File: src/rtl/branch_predictor_pkg.sv
// Shared types and defaults for the frontend branch predictor and its branch-queue
// producer port.
package branch_predictor_pkg;

    localparam int XLEN    = 32;
    localparam int ID_W    = 8;
    localparam int BQ_ID_W = 4;

    localparam int DEFAULT_NR_BHT_ENTRIES = 64;
    localparam int DEFAULT_NR_BTB_ENTRIES = 16;

    // Weakly not-taken
    localparam logic [1:0] BHT_CTR_INIT = 2'b01;

    typedef logic [XLEN-1:0]    xlen_t;
    typedef logic [ID_W-1:0]    id_t;
    typedef logic [BQ_ID_W-1:0] bq_id_t;

    typedef enum logic [2:0] {
        CTRL_JAL,
        CTRL_JALR,
        CTRL_BEQ,
        CTRL_BNE,
        CTRL_BLT,
        CTRL_BGE,
        CTRL_BLTU,
        CTRL_BGEU
    } ctrl_set_t;

    typedef struct packed {
        logic  taken;
        xlen_t pcnext;
    } bp_t;

    // Tag is kept full-width so the entry type does not depend on the table size.
    typedef struct packed {
        logic  valid;
        xlen_t tag;
        xlen_t target;
    } btb_entry_t;

    function automatic logic is_cond_branch(input ctrl_set_t op);
        return (op != CTRL_JAL) && (op != CTRL_JALR);
    endfunction

endpackage

File: src/rtl/branch_predictor_ifs.sv
// Branch-queue push channel and pipeline squash channel.
interface bq_push_if;
    import branch_predictor_pkg::*;

    logic   valid;
    logic   ready;
    xlen_t  pc;
    id_t    id;
    bp_t    bp;
    bq_id_t bqid;

    modport master (output valid, pc, id, bp, input ready, bqid);
    modport slave  (input valid, pc, id, bp, output ready, bqid);
endinterface

interface squash_if;
    logic valid;

    modport master (output valid);
    modport slave  (input valid);
endinterface

File: src/rtl/branch_predictor_bht.sv
// Bimodal branch history table: 2-bit saturating counters, one combinational read
// port and one training write port.
module bimodal_bht
    import branch_predictor_pkg::*;
#(
    parameter int NR_ENTRIES = DEFAULT_NR_BHT_ENTRIES
) (
    input  logic                          clk,
    input  logic                          rstn,
    input  logic [$clog2(NR_ENTRIES)-1:0] rd_idx,
    output logic [1:0]                    rd_ctr,
    input  logic                          wr_en,
    input  logic [$clog2(NR_ENTRIES)-1:0] wr_idx,
    input  logic                          wr_taken
);
    localparam int IDX_W = $clog2(NR_ENTRIES);

    logic [1:0] ctr_q [NR_ENTRIES];
    logic [1:0] wr_ctr_next;

    always_comb begin
        wr_ctr_next = ctr_q[wr_idx];
        if (wr_taken && (ctr_q[wr_idx] != 2'b11)) begin
            wr_ctr_next = ctr_q[wr_idx] + 2'b01;
        end else if (!wr_taken && (ctr_q[wr_idx] != 2'b00)) begin
            wr_ctr_next = ctr_q[wr_idx] - 2'b01;
        end
    end

    for (genvar gi = 0; gi < NR_ENTRIES; gi++) begin : g_ctr
        always_ff @(posedge clk or negedge rstn) begin
            if (!rstn) begin
                ctr_q[gi] <= BHT_CTR_INIT;
            end else if (wr_en && (wr_idx == IDX_W'(gi))) begin
                ctr_q[gi] <= wr_ctr_next;
            end
        end
    end

    // Reads see the pre-update counter when training hits the same entry.
    assign rd_ctr = ctr_q[rd_idx];

endmodule

File: src/rtl/branch_predictor.sv
// Frontend branch predictor: bimodal direction, direct-mapped JALR BTB, and a
// one-entry stage that pushes predictions into the branch queue.
module branch_predictor
    import branch_predictor_pkg::*;
#(
    parameter int NR_BHT_ENTRIES = DEFAULT_NR_BHT_ENTRIES,
    parameter int NR_BTB_ENTRIES = DEFAULT_NR_BTB_ENTRIES
) (
    input  logic            clk,
    input  logic            rstn,
    input  logic            req_valid_i,
    output logic            req_ready_o,
    input  xlen_t           req_pc_i,
    input  id_t             req_id_i,
    input  xlen_t           req_imm_i,
    input  ctrl_set_t       req_op_i,
    output logic            resp_valid_o,
    output bp_t             resp_bp_o,
    output bq_id_t          resp_bqid_o,
    bq_push_if.master       bq_push_io,
    input  logic            train_valid_i,
    input  xlen_t           train_pc_i,
    input  ctrl_set_t       train_op_i,
    input  logic            train_taken_i,
    input  xlen_t           train_target_i,
    squash_if.slave         squash_io
);
    localparam int BHT_IDX_W = $clog2(NR_BHT_ENTRIES);
    localparam int BTB_IDX_W = $clog2(NR_BTB_ENTRIES);

    logic  stage_valid_q;
    xlen_t stage_pc_q;
    id_t   stage_id_q;
    bp_t   stage_bp_q;

    logic accept;
    logic push;
    bp_t  pred;

    logic [1:0]           bht_ctr;
    logic [BTB_IDX_W-1:0] btb_rd_idx;
    logic [BTB_IDX_W-1:0] btb_wr_idx;
    logic                 btb_we;
    logic                 btb_valid_q  [NR_BTB_ENTRIES];
    xlen_t                btb_tag_q    [NR_BTB_ENTRIES];
    xlen_t                btb_target_q [NR_BTB_ENTRIES];
    btb_entry_t           btb_rd;

    function automatic xlen_t btb_tag_of(input xlen_t pc);
        return pc >> (2 + BTB_IDX_W);
    endfunction

    // Squash blocks both the push and any new accept in the same cycle.
    assign push         = stage_valid_q && !squash_io.valid && bq_push_io.ready;
    assign req_ready_o  = !squash_io.valid && (!stage_valid_q || bq_push_io.ready);
    assign accept       = req_valid_i && req_ready_o;

    assign bq_push_io.valid = stage_valid_q && !squash_io.valid;
    assign bq_push_io.pc    = stage_pc_q;
    assign bq_push_io.id    = stage_id_q;
    assign bq_push_io.bp    = stage_bp_q;

    assign resp_valid_o = push;
    assign resp_bp_o    = push ? stage_bp_q : '0;
    assign resp_bqid_o  = push ? bq_push_io.bqid : '0;

    bimodal_bht #(
        .NR_ENTRIES (NR_BHT_ENTRIES)
    ) u_bht (
        .clk      (clk),
        .rstn     (rstn),
        .rd_idx   (req_pc_i[2 +: BHT_IDX_W]),
        .rd_ctr   (bht_ctr),
        .wr_en    (train_valid_i && is_cond_branch(train_op_i)),
        .wr_idx   (train_pc_i[2 +: BHT_IDX_W]),
        .wr_taken (train_taken_i)
    );

    assign btb_rd_idx = req_pc_i[2 +: BTB_IDX_W];
    assign btb_wr_idx = train_pc_i[2 +: BTB_IDX_W];
    assign btb_we     = train_valid_i && (train_op_i == CTRL_JALR);
    assign btb_rd     = '{valid:  btb_valid_q[btb_rd_idx],
                          tag:    btb_tag_q[btb_rd_idx],
                          target: btb_target_q[btb_rd_idx]};

    for (genvar gi = 0; gi < NR_BTB_ENTRIES; gi++) begin : g_btb
        always_ff @(posedge clk or negedge rstn) begin
            if (!rstn) begin
                btb_valid_q[gi] <= 1'b0;
            end else if (btb_we && (btb_wr_idx == BTB_IDX_W'(gi))) begin
                btb_valid_q[gi] <= 1'b1;
            end
        end

        // Payload needs no reset: it is only consumed behind the valid bit.
        always_ff @(posedge clk) begin
            if (btb_we && (btb_wr_idx == BTB_IDX_W'(gi))) begin
                btb_tag_q[gi]    <= btb_tag_of(train_pc_i);
                btb_target_q[gi] <= train_target_i;
            end
        end
    end

    always_comb begin
        pred = '0;
        if (req_op_i == CTRL_JAL) begin
            pred.taken  = 1'b1;
            pred.pcnext = req_pc_i + req_imm_i;
        end else if (req_op_i == CTRL_JALR) begin
            // A BTB miss still predicts taken but falls through, forcing a redirect.
            pred.taken  = 1'b1;
            pred.pcnext = (btb_rd.valid && (btb_rd.tag == btb_tag_of(req_pc_i)))
                          ? btb_rd.target : req_pc_i + XLEN'(4);
        end else begin
            pred.taken  = bht_ctr[1];
            pred.pcnext = bht_ctr[1] ? req_pc_i + req_imm_i : req_pc_i + XLEN'(4);
        end
    end

    always_ff @(posedge clk or negedge rstn) begin
        if (!rstn) begin
            stage_valid_q <= 1'b0;
            stage_pc_q    <= '0;
            stage_id_q    <= '0;
            stage_bp_q    <= '0;
        end else if (squash_io.valid) begin
            stage_valid_q <= 1'b0;
        end else if (accept) begin
            stage_valid_q <= 1'b1;
            stage_pc_q    <= req_pc_i;
            stage_id_q    <= req_id_i;
            stage_bp_q    <= pred;
        end else if (push) begin
            stage_valid_q <= 1'b0;
        end
    end

endmodule

File: src/flat_wrapper.sv
// flat-port wrapper written by rule: the top's interface ports become plain ports
module branch_predictor_flat import branch_predictor_pkg::*;
#(
    parameter int NR_BHT_ENTRIES = DEFAULT_NR_BHT_ENTRIES,
    parameter int NR_BTB_ENTRIES = DEFAULT_NR_BTB_ENTRIES
)
  (clk, rstn, req_valid_i, req_ready_o, req_pc_i, req_id_i, req_imm_i, req_op_i, resp_valid_o, resp_bp_o, resp_bqid_o, train_valid_i, train_pc_i, train_op_i, train_taken_i, train_target_i, bq_push_io_valid, bq_push_io_pc, bq_push_io_id, bq_push_io_bp, bq_push_io_ready, bq_push_io_bqid, squash_io_valid);
  bq_push_if bq_push_io_i ();
  squash_if squash_io_i ();
  input  logic clk;
  input  logic rstn;
  input  logic req_valid_i;
  output logic req_ready_o;
  input  xlen_t req_pc_i;
  input  id_t req_id_i;
  input  xlen_t req_imm_i;
  input  ctrl_set_t req_op_i;
  output logic resp_valid_o;
  output bp_t resp_bp_o;
  output bq_id_t resp_bqid_o;
  input  logic train_valid_i;
  input  xlen_t train_pc_i;
  input  ctrl_set_t train_op_i;
  input  logic train_taken_i;
  input  xlen_t train_target_i;
  output wire logic [$bits(bq_push_io_i.valid)-1:0] bq_push_io_valid;
  output wire logic [$bits(bq_push_io_i.pc)-1:0] bq_push_io_pc;
  output wire logic [$bits(bq_push_io_i.id)-1:0] bq_push_io_id;
  output wire logic [$bits(bq_push_io_i.bp)-1:0] bq_push_io_bp;
  input wire logic [$bits(bq_push_io_i.ready)-1:0] bq_push_io_ready;
  input wire logic [$bits(bq_push_io_i.bqid)-1:0] bq_push_io_bqid;
  input wire logic [$bits(squash_io_i.valid)-1:0] squash_io_valid;
  assign bq_push_io_valid = bq_push_io_i.valid;
  assign bq_push_io_pc = bq_push_io_i.pc;
  assign bq_push_io_id = bq_push_io_i.id;
  assign bq_push_io_bp = bq_push_io_i.bp;
  assign bq_push_io_i.ready = bq_push_io_ready;
  assign bq_push_io_i.bqid = bq_push_io_bqid;
  assign squash_io_i.valid = squash_io_valid;
  branch_predictor #(.NR_BHT_ENTRIES(NR_BHT_ENTRIES), .NR_BTB_ENTRIES(NR_BTB_ENTRIES)) u_core (.clk(clk), .rstn(rstn), .req_valid_i(req_valid_i), .req_ready_o(req_ready_o), .req_pc_i(req_pc_i), .req_id_i(req_id_i), .req_imm_i(req_imm_i), .req_op_i(req_op_i), .resp_valid_o(resp_valid_o), .resp_bp_o(resp_bp_o), .resp_bqid_o(resp_bqid_o), .bq_push_io(bq_push_io_i), .train_valid_i(train_valid_i), .train_pc_i(train_pc_i), .train_op_i(train_op_i), .train_taken_i(train_taken_i), .train_target_i(train_target_i), .squash_io(squash_io_i));
endmodule
File: config.mk
export PLATFORM = sky130hd
export DESIGN_NAME = branch_predictor_flat
export DESIGN_NICKNAME = d
export VERILOG_FILES = /design/src/rtl/branch_predictor_pkg.sv /design/src/rtl/branch_predictor_ifs.sv /design/src/rtl/branch_predictor_bht.sv /design/src/rtl/branch_predictor.sv /design/src/flat_wrapper.sv
export SDC_FILE = /design/constraint.sdc
export NUM_CORES = 2
export LEC_CHECK = 0
export BUFFER_PORTS_ARGS = -buffer_cell sky130_fd_sc_hd__buf_2
export CELL_PAD_IN_SITES_DETAIL_PLACEMENT = 1
export CELL_PAD_IN_SITES_GLOBAL_PLACEMENT = 1
export CORE_MARGIN = 2
export CORE_UTILIZATION = 58
export CTS_BUF_LIST = sky130_fd_sc_hd__clkbuf_2 sky130_fd_sc_hd__clkbuf_4 sky130_fd_sc_hd__clkbuf_8
export CTS_CLUSTER_SIZE = 16
export DETAILED_ROUTE_END_ITERATION = 10
export PLACE_DENSITY_LB_ADDON = 0.1
export RECOVER_POWER = 100
export REMOVE_ABC_BUFFERS = 1
export SKIP_LAST_GASP = 1
export SYNTH_ARGS = -nofsm -noshare
export SYNTH_HDL_FRONTEND = slang
export SYNTH_HIERARCHICAL = 1
export SYNTH_SLANG_ARGS = --single-unit
File: constraint.sdc
create_clock -name clk -period 6.6 [get_ports clk]
set_input_delay 1.32 -clock clk [delete_from_list [all_inputs] [get_ports clk]]
set_output_delay 1.32 -clock clk [all_outputs]
set_load 0.03 [all_outputs]
### Word-level counts from Yosys, hierarchy flattened

Memory sizes are Yosys's and may differ from the RTL's.
Cells that the tools add are included.

* order comparisons: 3
* equality and inequality tests: 83
* bitwise logic cells: 4
* $add $sub $neg: 4
* muxes and demuxes: 142
* shifts and indexed selects: 0
* multipliers: 0
* reduce and logical (&&, ||, !) cells: 131
* div/mod/pow operators: 0

Operator list (count)
* two-way mux 32 bit: 17
* OR reduction 32 bit: 15
* two-way mux 26 bit: 15
* OR reduction 26 bit: 15
* == test 6 bit, second input constant: 32
* two-way mux 4 bit: 31
* two-way mux 33 bit: 3
* == test 6 x 5 -> 1 bit, second input constant: 16
* logical AND 1 bit: 90
* two-way mux 1 bit: 67
* == test 6 x 4 -> 1 bit, second input constant: 8
* adder 32 x 3 -> 32 bit, second input constant: 1
* adder 32 bit: 1
* == test 32 x 26 -> 1 bit: 1
* == test 4 bit, second input constant: 8
* binary-select mux 2 bit (select 6 bit): 2
* == test 6 x 3 -> 1 bit, second input constant: 4
* == test 4 x 3 -> 1 bit, second input constant: 4
* >= comparator 7 bit, second input constant: 2
* inverter 6 -> 7 bit: 2
* == test 6 x 2 -> 1 bit, second input constant: 2
* two-way mux 2 bit: 6
* == test 4 x 2 -> 1 bit, second input constant: 2
* == test 3 x 1 -> 1 bit, second input constant: 2
* 18 further kinds: 21

* memories: 2
* logic and storage cells: 454
* latch bits: 0
* flip-flop bits (word level): 218
* memory bits (writable): 928
* bits of input ports: 153
* ROM bits: 0

Memory list
* u_core.btb_target_q: words 16, bits a word 32, read ports 1, clocked after memory_dff 0, wr ports 1, line branch_predictor.sv:46 `xlen_t btb_target_q [NR_BTB_ENTRIES];`
* u_core.btb_tag_q: words 16, bits a word 26, read ports 1, clocked after memory_dff 0, wr ports 1, line branch_predictor.sv:45 `xlen_t btb_tag_q [NR_BTB_ENTRIES];`

### Longest topological paths before layout

* depth in word-level cells: 21
* mapped depth: 17
* depth with buffers taken out: 13

### Hierarchy

The synthesis kept the hierarchy.

Modules (own cells, without submodules)
* branch_predictor: times used 1, seq. area each 30118.9 µm², area each 42410.7 µm², cells an instance 2488
* bimodal_bht: times used 1, seq. area each 3283.1 µm², area each 7504.7 µm², cells an instance 618

### Least setup slack after synthesis

Ideal clock, no wire load.

* path kind: input port to flip-flop
* from: in train_op_i[1]
* to: reg u_core/btb_valid_q[15] in the netlist's numbering
* data arrival time: 6.402 ns
* setup time: 0.089 ns
* buffers on the path: 0
* stages: 5
* slack: 0.109 ns
* required time: 6.511 ns
* cell sequence: nor2_1 nand3_1 or3_1 nor3_1 or2_2

* cells in the longest elaborated chain, start to end: 3

Ends and longest elaborated chain
* start, declared: line flat_wrapper.sv:23 `input ctrl_set_t train_op_i;`
* == test 3 x 1 -> 1 bit: line branch_predictor.sv:81 `assign btb_we = train_valid_i && (train_op_i == CTRL_JALR);`
* logical AND 1 bit: line branch_predictor.sv:81
* logical AND 1 bit: line branch_predictor.sv:90 `end else if (btb_we && (btb_wr_idx == BTB_IDX_W'(gi))) begin`
* end signal, assigned by index: line branch_predictor.sv:89 `btb_valid_q[gi] <= 1'b0;`
* end signal, assigned by index: line branch_predictor.sv:91 `btb_valid_q[gi] <= 1'b1;`
* end, declared: line branch_predictor.sv:44 `logic btb_valid_q [NR_BTB_ENTRIES];`

Every way passes these cells.
A chain may end at the register's enable or synchronous reset.

### Final worst setup path

* from: in bq_push_io_ready
* to: reg u_core.stage_bp_q (netlist bit u_core/bq_push_io.bp[24])

* cells in the longest elaborated chain, start to end: 4

Ends and longest elaborated chain
* start, declared: line flat_wrapper.sv:30 `input wire logic [$bits(bq_push_io_i.ready)-1:0] bq_push_io_ready;`
* logical OR 1 bit: line branch_predictor.sv:55 `assign req_ready_o = !squash_io.valid && (!stage_valid_q || bq_push_io.ready);`
* logical AND 1 bit: line branch_predictor.sv:55
* logical AND 1 bit: line branch_predictor.sv:56 `assign accept = req_valid_i && req_ready_o;`
* AND reduction 2 bit (no source line)
* end signal, assigned: line branch_predictor.sv:132 `stage_bp_q <= pred;`
* end, declared: line branch_predictor.sv:34 `bp_t stage_bp_q;`

Every way passes these cells.

==> impl_metrics.yaml <==
worst_setup_path:
  start_kind: "input pin"
  cp.arrival_ns: 6.41
  worst_ep_required_time_ns: 7.34
  worst-setup-path-type: "in2reg"
  cp_max_fo: 46
  endpoint_kind: "flop"
clock_tree:
  htreeDepth: 4
  holdBufCountCts: 0
  cts_buffer_depth: 3
  cts-resized-gates: 0
  cts.clk_slew.worst_paths_ns: 0.06
  cts-root-buf: "clkbuf_8"
  clkLatencyLatePin_ns: 0.87
  postCtsSetupRepairBufs: 0
  cts-buffers-inserted: 184
  cts_tree: "built"
  clock_sinks: 1146
drt:
  drtIter0Drc: 3142
  vias: 31000
  ant_nets: 0
  firstDrtPassIters: 5
  wire_per_inst_um: 31.7
  routed_wl_mm: 150
  drcViolationCount: 0
  via_per_inst: 6.54
grt:
  grt_pass1_vias: 33000
  grt_usage_pct: 35.0
  antenna_found_initial: 14
  grt_max_degree: 144
  grt_pass1_wl_mm: 220
  grt-ovfl-total: 0
power:
  pwr_density_cell_nw_per_um2: 299
  vdd_drop_max_mv: 0.230
  p_leak_nw: 20.1
  power_w: 0.0167
finish:
  fill_cells: 7833
  area_growth_pct: 12.6
  drive_gt1_share_pct: 23.2
  utilization_pct: 65.6
  final-seq-area_um2: 33400
  multiInputGateArea_um2: 14900
  fin_nets: 3620
sta:
  fin_skew_ns: 0.0536
  hold_violations: 0
  slew-limit-headroom_pct: -236
  layout_setup_ws_ns: 0.927
  tns_ns: 0
  fin_crit_ns: 5.67
  slew_violations: 956
  whs_ns: 0.467
  tightest_slew_ns: 5.05
  fin_crit_sh_pct: 86.0
  rsz0062_at_grt: "false"
  max_freq_mhz: 176
  finalSetupViolCount: 0
die:
  num_io_pins: 266
  coreArea_um2: 84900
  start_util_pct: 58.2
  fp.dieArea_um2: 87600
  std_cell_rows: 107
  die_h_um: 296
  die_x_um: 296
synth:
  syn_area_um2: 49400
  yosys_warnings: 6
  syn_avg_cell_area_um2: 16.0
  synth_cells: 3082
placed_design:
  gp_congestion: 0.899
  portBuffers: 263
  pre_cts_slack_ns: 0.843
  place_hpwl_mm: 92.2
status:
  violations: "max-capacitance violations, max-slew violations"
  status: "finished, violations left"
min_path:
  worstHoldPathType: "reg2reg"
job:
  max_cap_viol_count: 31
==> metrics by stage <==
stage	instances	area [um2]
3_3_place_gp	4390	52100
2_1_floorplan	2894	48400
5_1_grt	4740	55700
6_report	4741	55700
4_1_cts	4734	56200
3_5_place_dp	4390	52100
==> flip-flops by register name, indices dropped and copies added (netlist names) <==
signal,cells
u_core/u_bht/ctr_q,128
u_core/stage_valid_q,1
u_core/btb_valid_q,16
u_core/btb_tag_q,416
u_core/btb_target_q,512
u_core/bq_push_io.id,8
u_core/bq_push_io.bp,33
u_core/bq_push_io.pc,32
==> power by group <==
part	internal [W]	switching, W	leakage (nW)
clock network	0.00364	0.00294	2.13
registers	0.00811	0.000181	11.0
logic	0.000611	0.00116	6.98
==> final timing paths <==
path,from,end,slack (ns),depth (start not counted)
worst max-delay path,bq_push_io_ready,u_core/bq_push_io.bp[24],0.93,10
worst min-delay path,u_core/btb_valid_q[14],u_core/btb_valid_q[14],0.47,1
worst max register to register,u_core/btb_tag_q[11][4],u_core/bq_push_io.bp[6],2.11,13
worst min register to register,u_core/btb_valid_q[14],u_core/btb_valid_q[14],0.47,1
max in group asynchronous,rstn,u_core/bq_push_io.bp[26],1.46,1
min in group asynchronous,rstn,u_core/btb_valid_q[3],2.26,1
==> critical path: stages <==
cell,delay (ns)
clkbuf_1,1.33
nor2b_1,0.20
nor2_1,0.28
nand2_1,1.38
clkbuf_2,0.97
nor2_1,0.36
a221oi_1,0.12
a21boi_0,0.16
mux2i_1,0.16
a21oi_1,0.09
==> layer usage <==
layer	GRT usage, %	vias up	part of all wire, %
met4	13.4	8	3.5
met5	0	-	0.038
li1	-	12900	-
met3	6.90	331	9.1
met2	57.0	1695	48
met1	47.0	16100	39
==> cell usage in the layout, fill, tap and decap left out, types with 37 or more instances in the layout <==
cell type / n
edfxtp_1: 928
nand2_1: 335
mux2i_1: 235
clkbuf_8: 211
clkbuf_1: 199
mux4_2: 185
o21ai_0: 167
dfrtp_1: 154
buf_2: 91
nor2_1: 84
clkbuf_4: 74
mux2_2: 72
a221oi_1: 69
dfstp_2: 64
a22oi_1: 57
and3_1: 50
nand3_1: 49
a21oi_1: 49
xnor2_1: 48
buf_4: 44
xor2_1: 37
==> layout make-up <==
type / instances / share of cell area [%]
tap: 1144 / 2.57
clock buffer: 284 / 6.19
clock inverter: 60 / 1.08
antenna: 7 / 0.0315
inverter: 16 / 0.108
multi-input combinational: 1732 / 26.7
sequential: 1146 / 60.0
timing repair buffer: 352 / 3.27
Power figures use the tool's default switching activity.
